$ cat config.mk
export PLATFORM = sky130hd
export DESIGN_NAME = rect_fill_writer
export DESIGN_NICKNAME = d
export VERILOG_FILES = /design/src/rtl/rect_fill_writer.sv
export SDC_FILE = /design/constraint.sdc
export NUM_CORES = 1
export LEC_CHECK = 0
export BUFFER_PORTS_ARGS = -buffer_cell sky130_fd_sc_hd__buf_4
export CAP_MARGIN = 25
export CORE_MARGIN = 2
export CORE_UTILIZATION = 63
export CTS_CLUSTER_SIZE = 24
export DETAILED_ROUTE_END_ITERATION = 10
export PLACE_DENSITY = 0.84
export SLEW_MARGIN = 15
export SYNTH_ARGS = -nofsm -noshare
export SYNTH_HDL_FRONTEND = slang
export SYNTH_SLANG_ARGS = --single-unit
$ cat constraint.sdc
create_clock -name clk -period 5.65 [get_ports clk]
set_input_delay 0.565 -clock clk [delete_from_list [all_inputs] [get_ports clk]]
set_output_delay 0.565 -clock clk [all_outputs]
set_load 0.02 [all_outputs]
$ cat src/rtl/rect_fill_writer.sv
// Raster-order rectangle fill engine driving a one-pixel-per-cycle bitmap write port.
// Optional macro RECT_CLIP_EN suppresses writes to pixels outside SCREEN_W x SCREEN_H.
module rect_fill_writer #(
  parameter int SCREEN_W = 320,
  parameter int SCREEN_H = 240
) (
  input  logic       clk,
  input  logic       reset,
  input  logic       start,
  input  logic [8:0] x0,
  input  logic [7:0] y0,
  input  logic [8:0] width,
  input  logic [7:0] height,
  input  logic [2:0] color_in,
  output logic       busy,
  output logic       done,
  output logic [8:0] x,
  output logic [7:0] y,
  output logic [2:0] color,
  output logic       wr_en
);

  typedef enum logic [1:0] {IDLE, DRAW, DONE} state_t;

  state_t     state;
  logic [8:0] xs;
  logic [9:0] cx;
  logic [9:0] x_end;
  logic [8:0] cy;
  logic [8:0] y_end;

  logic       row_end;
  logic       last;
  logic [9:0] nx;
  logic [8:0] ny;
  logic       start_vis;
  logic       next_vis;
  logic       empty;

  always_comb begin
    row_end = (cx + 10'd1) == x_end;
    last    = row_end && ((cy + 9'd1) == y_end);
    nx      = row_end ? {1'b0, xs} : cx + 10'd1;
    ny      = row_end ? cy + 9'd1 : cy;
    empty   = (width == 9'd0) || (height == 8'd0);
  end

`ifdef RECT_CLIP_EN
  localparam logic [9:0] XLIM = 10'(SCREEN_W);
  localparam logic [8:0] YLIM = 9'(SCREEN_H);

  assign start_vis = ({1'b0, x0} < XLIM) && ({1'b0, y0} < YLIM);
  assign next_vis  = (nx < XLIM) && (ny < YLIM);
`else
  assign start_vis = 1'b1;
  assign next_vis  = 1'b1;
`endif

  always_ff @(posedge clk or negedge reset) begin
    if (!reset) begin
      state <= IDLE;
      busy  <= 1'b0;
      done  <= 1'b0;
      wr_en <= 1'b0;
      x     <= '0;
      y     <= '0;
      color <= '0;
      xs    <= '0;
      cx    <= '0;
      cy    <= '0;
      x_end <= '0;
      y_end <= '0;
    end else begin
      unique case (state)
        IDLE: begin
          done  <= 1'b0;
          busy  <= 1'b0;
          wr_en <= 1'b0;
          if (start) begin
            busy  <= 1'b1;
            xs    <= x0;
            cx    <= {1'b0, x0};
            cy    <= {1'b0, y0};
            x_end <= {1'b0, x0} + {1'b0, width};
            y_end <= {1'b0, y0} + {1'b0, height};
            if (empty) begin
              state <= DONE;
              done  <= 1'b1;
            end else begin
              state <= DRAW;
              x     <= x0;
              y     <= y0;
              color <= color_in;
              wr_en <= start_vis;
            end
          end
        end
        DRAW: begin
          if (last) begin
            state <= DONE;
            done  <= 1'b1;
            wr_en <= 1'b0;
          end else begin
            cx    <= nx;
            cy    <= ny;
            x     <= nx[8:0];
            y     <= ny[7:0];
            wr_en <= next_vis;
          end
        end
        DONE: begin
          state <= IDLE;
          done  <= 1'b0;
          busy  <= 1'b0;
        end
        default: begin
          state <= IDLE;
          busy  <= 1'b0;
          done  <= 1'b0;
          wr_en <= 1'b0;
        end
      endcase
    end
  end

endmodule

# Word level (Yosys, flattened, before mapping)
# Cells that the tools add are included.
# word_totals
input_bits,40
reg_bits,72
out_inout_bits,23
word_cells,69
# op_classes
n_eq_ne,9
reduce_logical,12
bitwise_logic,1
mux,30
add_sub_neg,4
# ops
cell,count
two-way mux 9 bit,6
case mux 9 bit (2 select lines),2
two-way mux 10 bit,3
two-way mux 8 bit,3
case mux 10 bit (2 select lines),1
case mux 8 bit (2 select lines),1
"adder 10 x 1 -> 10 bit, second input constant",1
adder 9 x 9 -> 10 bit,1
== test 10 bit,1
"inequality test 2 bit, second input constant",5
adder 8 x 8 -> 9 bit,1
"adder 9 x 1 -> 9 bit, second input constant",1
== test 9 bit,1
logical NOT 9 bit,1
logical NOT 8 bit,1
AND reduction 4 bit,2
two-way mux 1 bit,7
two-way mux 2 bit,3
AND reduction 3 bit,2
case mux 1 bit (2 select lines),2
case mux 2 bit (2 select lines),1
AND reduction 2 bit,2
case mux 1 bit (3 select lines),1
"== test 2 x 1 -> 1 bit, second input constant",1
6 further kinds,6

# Longest topological paths before layout
# depth
word_depth,5
ltp_mapped,12
depth_no_buf,11

# Least setup slack after synthesis
# Ideal clock, no wire load.
# synth_timing
path_type,reg2reg
from,reg cx[0]
to,reg cx[2]
setup_slack_ps,2874
setup_ps,125
required_time_ps,5525
path_buffers,2
path_stages_with_launch,12
t_arrival_ps,2651
period_less_slack_ps,2776
path_cell_list,dfrtp_1 ha_1 xnor2_1 xnor2_1 a2111oi_4 nand4_4 nor2_8 a21oi_2 or2_1 buf_6 buf_6 mux2_4
# synth_between
elab_chain_cells,5
elab_cells_between_ends,8
classes_between,add/sub: 1; eq/ne: 2; mux: 3; reduce/logical: 2
# synth_lines
item,line,text
from (decl),27,logic [9:0] cx;
from (signal assigned),82,"cx <= {1'b0, x0};"
from (signal assigned),104,cx <= nx;
adder 10 x 1 -> 10 bit *,"41, 43",
== test 10 bit,41,row_end = (cx + 10'd1) == x_end;
two-way mux 10 bit / logical AND 1 bit (equally long branches),"43, 42",
two-way mux 10 bit / inequality test 2 bit (equally long branches),n/a,
case mux 10 bit (2 select lines) / AND reduction 3 bit (equally long branches),n/a,
# Mark *: on every way between the ends. The rest lies on a longest branch, timed or not. The select of a mux whose other input is x is not followed.
# A chain may end at the register's enable or synchronous reset.

# Worst setup path in the final report
# layout_timing
from,reg cx[0]
to,reg cy[1]
# layout_between
elab_chain_cells,5
elab_cells_between_ends,8
classes_between,add/sub: 1; eq/ne: 2; mux: 3; reduce/logical: 2
# layout_lines
item,line,text
adder 10 x 1 -> 10 bit *,41,
== test 10 bit *,41,
two-way mux 9 bit / logical AND 1 bit (equally long branches),"44, 42",
two-way mux 9 bit / inequality test 2 bit (equally long branches),n/a,
case mux 9 bit (2 select lines) / AND reduction 3 bit (equally long branches),n/a,
to (signal assigned),83,"cy <= {1'b0, y0};"
to (signal assigned),105,cy <= ny;
to (decl),29,logic [8:0] cy;
# Marks and branches as above.

==> flow_summary.json <==
{
  "status": "finished, final reports clean",
  "crit_family": "simple AND/OR/NAND/NOR gates",
  "ys_warn_count": 0,
  "synth-async-reset-ratio": 1.00,
  "critPathKind": "register to register",
  "clock-sinks": 72,
  "reg2reg_to": "cy[1]",
  "root_buffer": "clkbuf_8",
  "setup_viol": 0,
  "cts_tree": "yes",
  "core_area_um2": 7140,
  "worstMarginPinSlew_ns": 0.905,
  "r2r_slack_ns": 2.32,
  "portBuffers": 62,
  "post_cts_buffers": 0,
  "antenna_found_initial": 0,
  "routed_via_density": 5.89,
  "slew_headroom": 0.397,
  "die_w_um": 89.3,
  "hold_viol": 0,
  "yosys-top-cells-area": "dfrtp_1, nand2_1, xnor2_1",
  "cp.depth": 9,
  "fin_tns_setup_ns": 0,
  "final.min_clock_period_ns": 3.33,
  "cts.repair.resized": 0,
  "placed_area_um2": 5080,
  "p_leak_nw": 2.48,
  "p_sw_frac": 0.421,
  "num_io_pins": 63,
  "die_h_um": 89.3,
  "critPathLaunchType": "register",
  "setup_ws_ns": 2.32,
  "finalClockSkew_ns": 0.0134,
  "worst_ep_required_time_ns": 5.87,
  "yosysMostFrequentCell": "nand2_1",
  "pwr-share-clk": 0.149,
  "cts_made_buffers": 9,
  "slew_viol_final": 0,
  "yosys.area.top_type": "dfrtp_1",
  "dp_hpwl_um": 7920,
  "ys_seq_area_frac": 0.393,
  "yosysUniqueCellTypes": 56,
  "rsz0062_at_grt": "false",
  "routed_wl_um": 10600,
  "postRouteAntennaNets": 0,
  "p_switching_w": 0.00130,
  "pwr-share-comb": 0.511,
  "clock_latency_ns": 0.34,
  "syn_area_um2": 4590,
  "fmax_mhz": 301,
  "worstHoldPathType": "primary input to asynchronous set/reset pin",
  "synth_cells": 473,
  "dr.pass1.iters": 5,
  "num_rows": 31,
  "fin_area_um2": 5310,
  "peakVddDrop_mv": 0.274,
  "synth_flop_cell": "dfrtp_1",
  "rr_worst_depth": 9,
  "drt_iter0_markers": 258,
  "crit_top_cell": "xnor2_1",
  "cts_hold_buf": 0,
  "area_growth_pct": 15.7,
  "min_period_over_period": 0.589,
  "clk_pin_slew_ns": 0.08,
  "pre_cts_slack_ns": 2.36,
  "grt_pass1_wl_um": 17200,
  "grt_use_met1": 0.426,
  "fp.dieArea_um2": 7980,
  "yosysTopAreaCellShare": 0.393,
  "diodes": 0,
  "use_met2": 0.409,
  "vias": 3697,
  "netlist_top_cells_count": "nand2_1, dfrtp_1, o21ai_0, xnor2_1, nor2_1",
  "htreeDepth": 3,
  "synth_area_per_cell_um2": 9.69,
  "drv_cap": 0,
  "p_per_area_nw_per_um2": 584,
  "p_seq_frac": 0.339,
  "reg2reg_from": "cx[0]",
  "start_util": 0.643,
  "grt_pass1_vias": 3487,
  "cp_num_buf_inv": 0,
  "routabilityCongestion": 0.928,
  "met3_usage": 0.0693,
  "yosys_register_bits": 72,
  "cts_max_path_buffers": 2,
  "crit_slowest_cell": "or2_1",
  "busiest_layer": "met1",
  "slowest_delay_ns": 0.55,
  "syn_nets": 534,
  "cp_max_fo": 19,
  "path_cells": "ha_1 > xnor2_1 > xnor2_1 > a2111oi_4 > nand4_4 > nor2_8 > a21oi_2 > or2_1 > mux2_1",
  "critPathArrivalTime_ns": 3.55,
  "p_int_w": 0.00179,
  "synth_edf_count": 0,
  "overflow": 0,
  "final_net_count": 585,
  "fillers": 530,
  "grt_use_total": 0.284,
  "drc_errors": 0,
  "finalHoldWorstSlack_ns": 0.332,
  "grt_max_degree": 73,
  "end_kind": "register",
  "drive_above_1_share": 0.210,
  "wl_per_cell_um": 16.8
}
## sequential cells by signal, summed over array words and instances (netlist names)
register,cells
busy,1
color,3
cx,10
cy,9
done,1
state,2
wr_en,1
x,9
x_end,10
xs,9
y,8
y_end,9
## layout by cell type, fill, tap and decap left out, drive strengths merged, types with 11 or more instances in the layout
master	count
ha	19
clkbuf	11
xor2	11
dfrtp	72
nand2	79
nand3	14
inv	18
xnor2	32
nor3	11
mux2	35
o21ai	35
buf	66
a21oi	16
nor2	24
## per-layer routing
layer	routed length, um	vias to the layer above
met2	4690	158
li1	-	1752
met4	160	0
met1	5040	1768
met5	0	-
met3	676	19
## final cells by class
class / count / area, um^2 / share of cell area
multi-input cells: 357 / 2580 / 0.486
clock inverters: 5 / 78.8 / 0.0149
clock buffers: 11 / 151 / 0.0285
well taps: 99 / 124 / 0.0233
inverters: 18 / 67.6 / 0.0127
repair buffers: 66 / 503 / 0.0948
flip-flops and latches: 72 / 1800 / 0.339
## cell families (layout without fill, tap and decap cells)
group           count (synthesis)  in the layout  synth area share
buf+inv                        44            100            0.0450
flops                          72             72             0.393
xor+xnor                       43             43            0.0821
fa+ha+maj                      21             21            0.0606
compound gates                 89             89             0.129
simple gates                  160            160             0.172
mux                            44             44             0.119
## power groups by stage
stage / Sequential [W] / Clock (W) / Combinational, W
5_1_grt: 0.00108 / 0.000496 / 0.00173
4_1_cts: 0.00104 / 0.000471 / 0.00158
3_3_place_gp: 0.00103 / 0 / 0.00151
6_report: 0.00105 / 0.000463 / 0.00158
3_5_place_dp: 0.00105 / 0 / 0.00157
2_1_floorplan: 0.00104 / 0 / 0.00118
## through the flow
stage                     utilization  std cells  total power [W]
final                           0.744        628          0.00310
after floorplan                     -        473          0.00221
after detailed placement        0.711        612          0.00262
after global routing            0.744        628          0.00331
after CTS                       0.744        628          0.00310
after global placement          0.709        611          0.00254
## worst max path at each step
stage                     start  endpoint  slack, ns
after floorplan           cx[0]     cx[2]       2.87
after global placement    cy[0]     cy[4]       2.47
after detailed placement  cx[0]     cy[4]       2.36
after CTS                 cx[0]     cy[1]       2.34
after global routing      cy[0]     cy[4]       2.09
final                     cx[0]     cy[1]       2.32
Power figures use the tool's default switching activity.
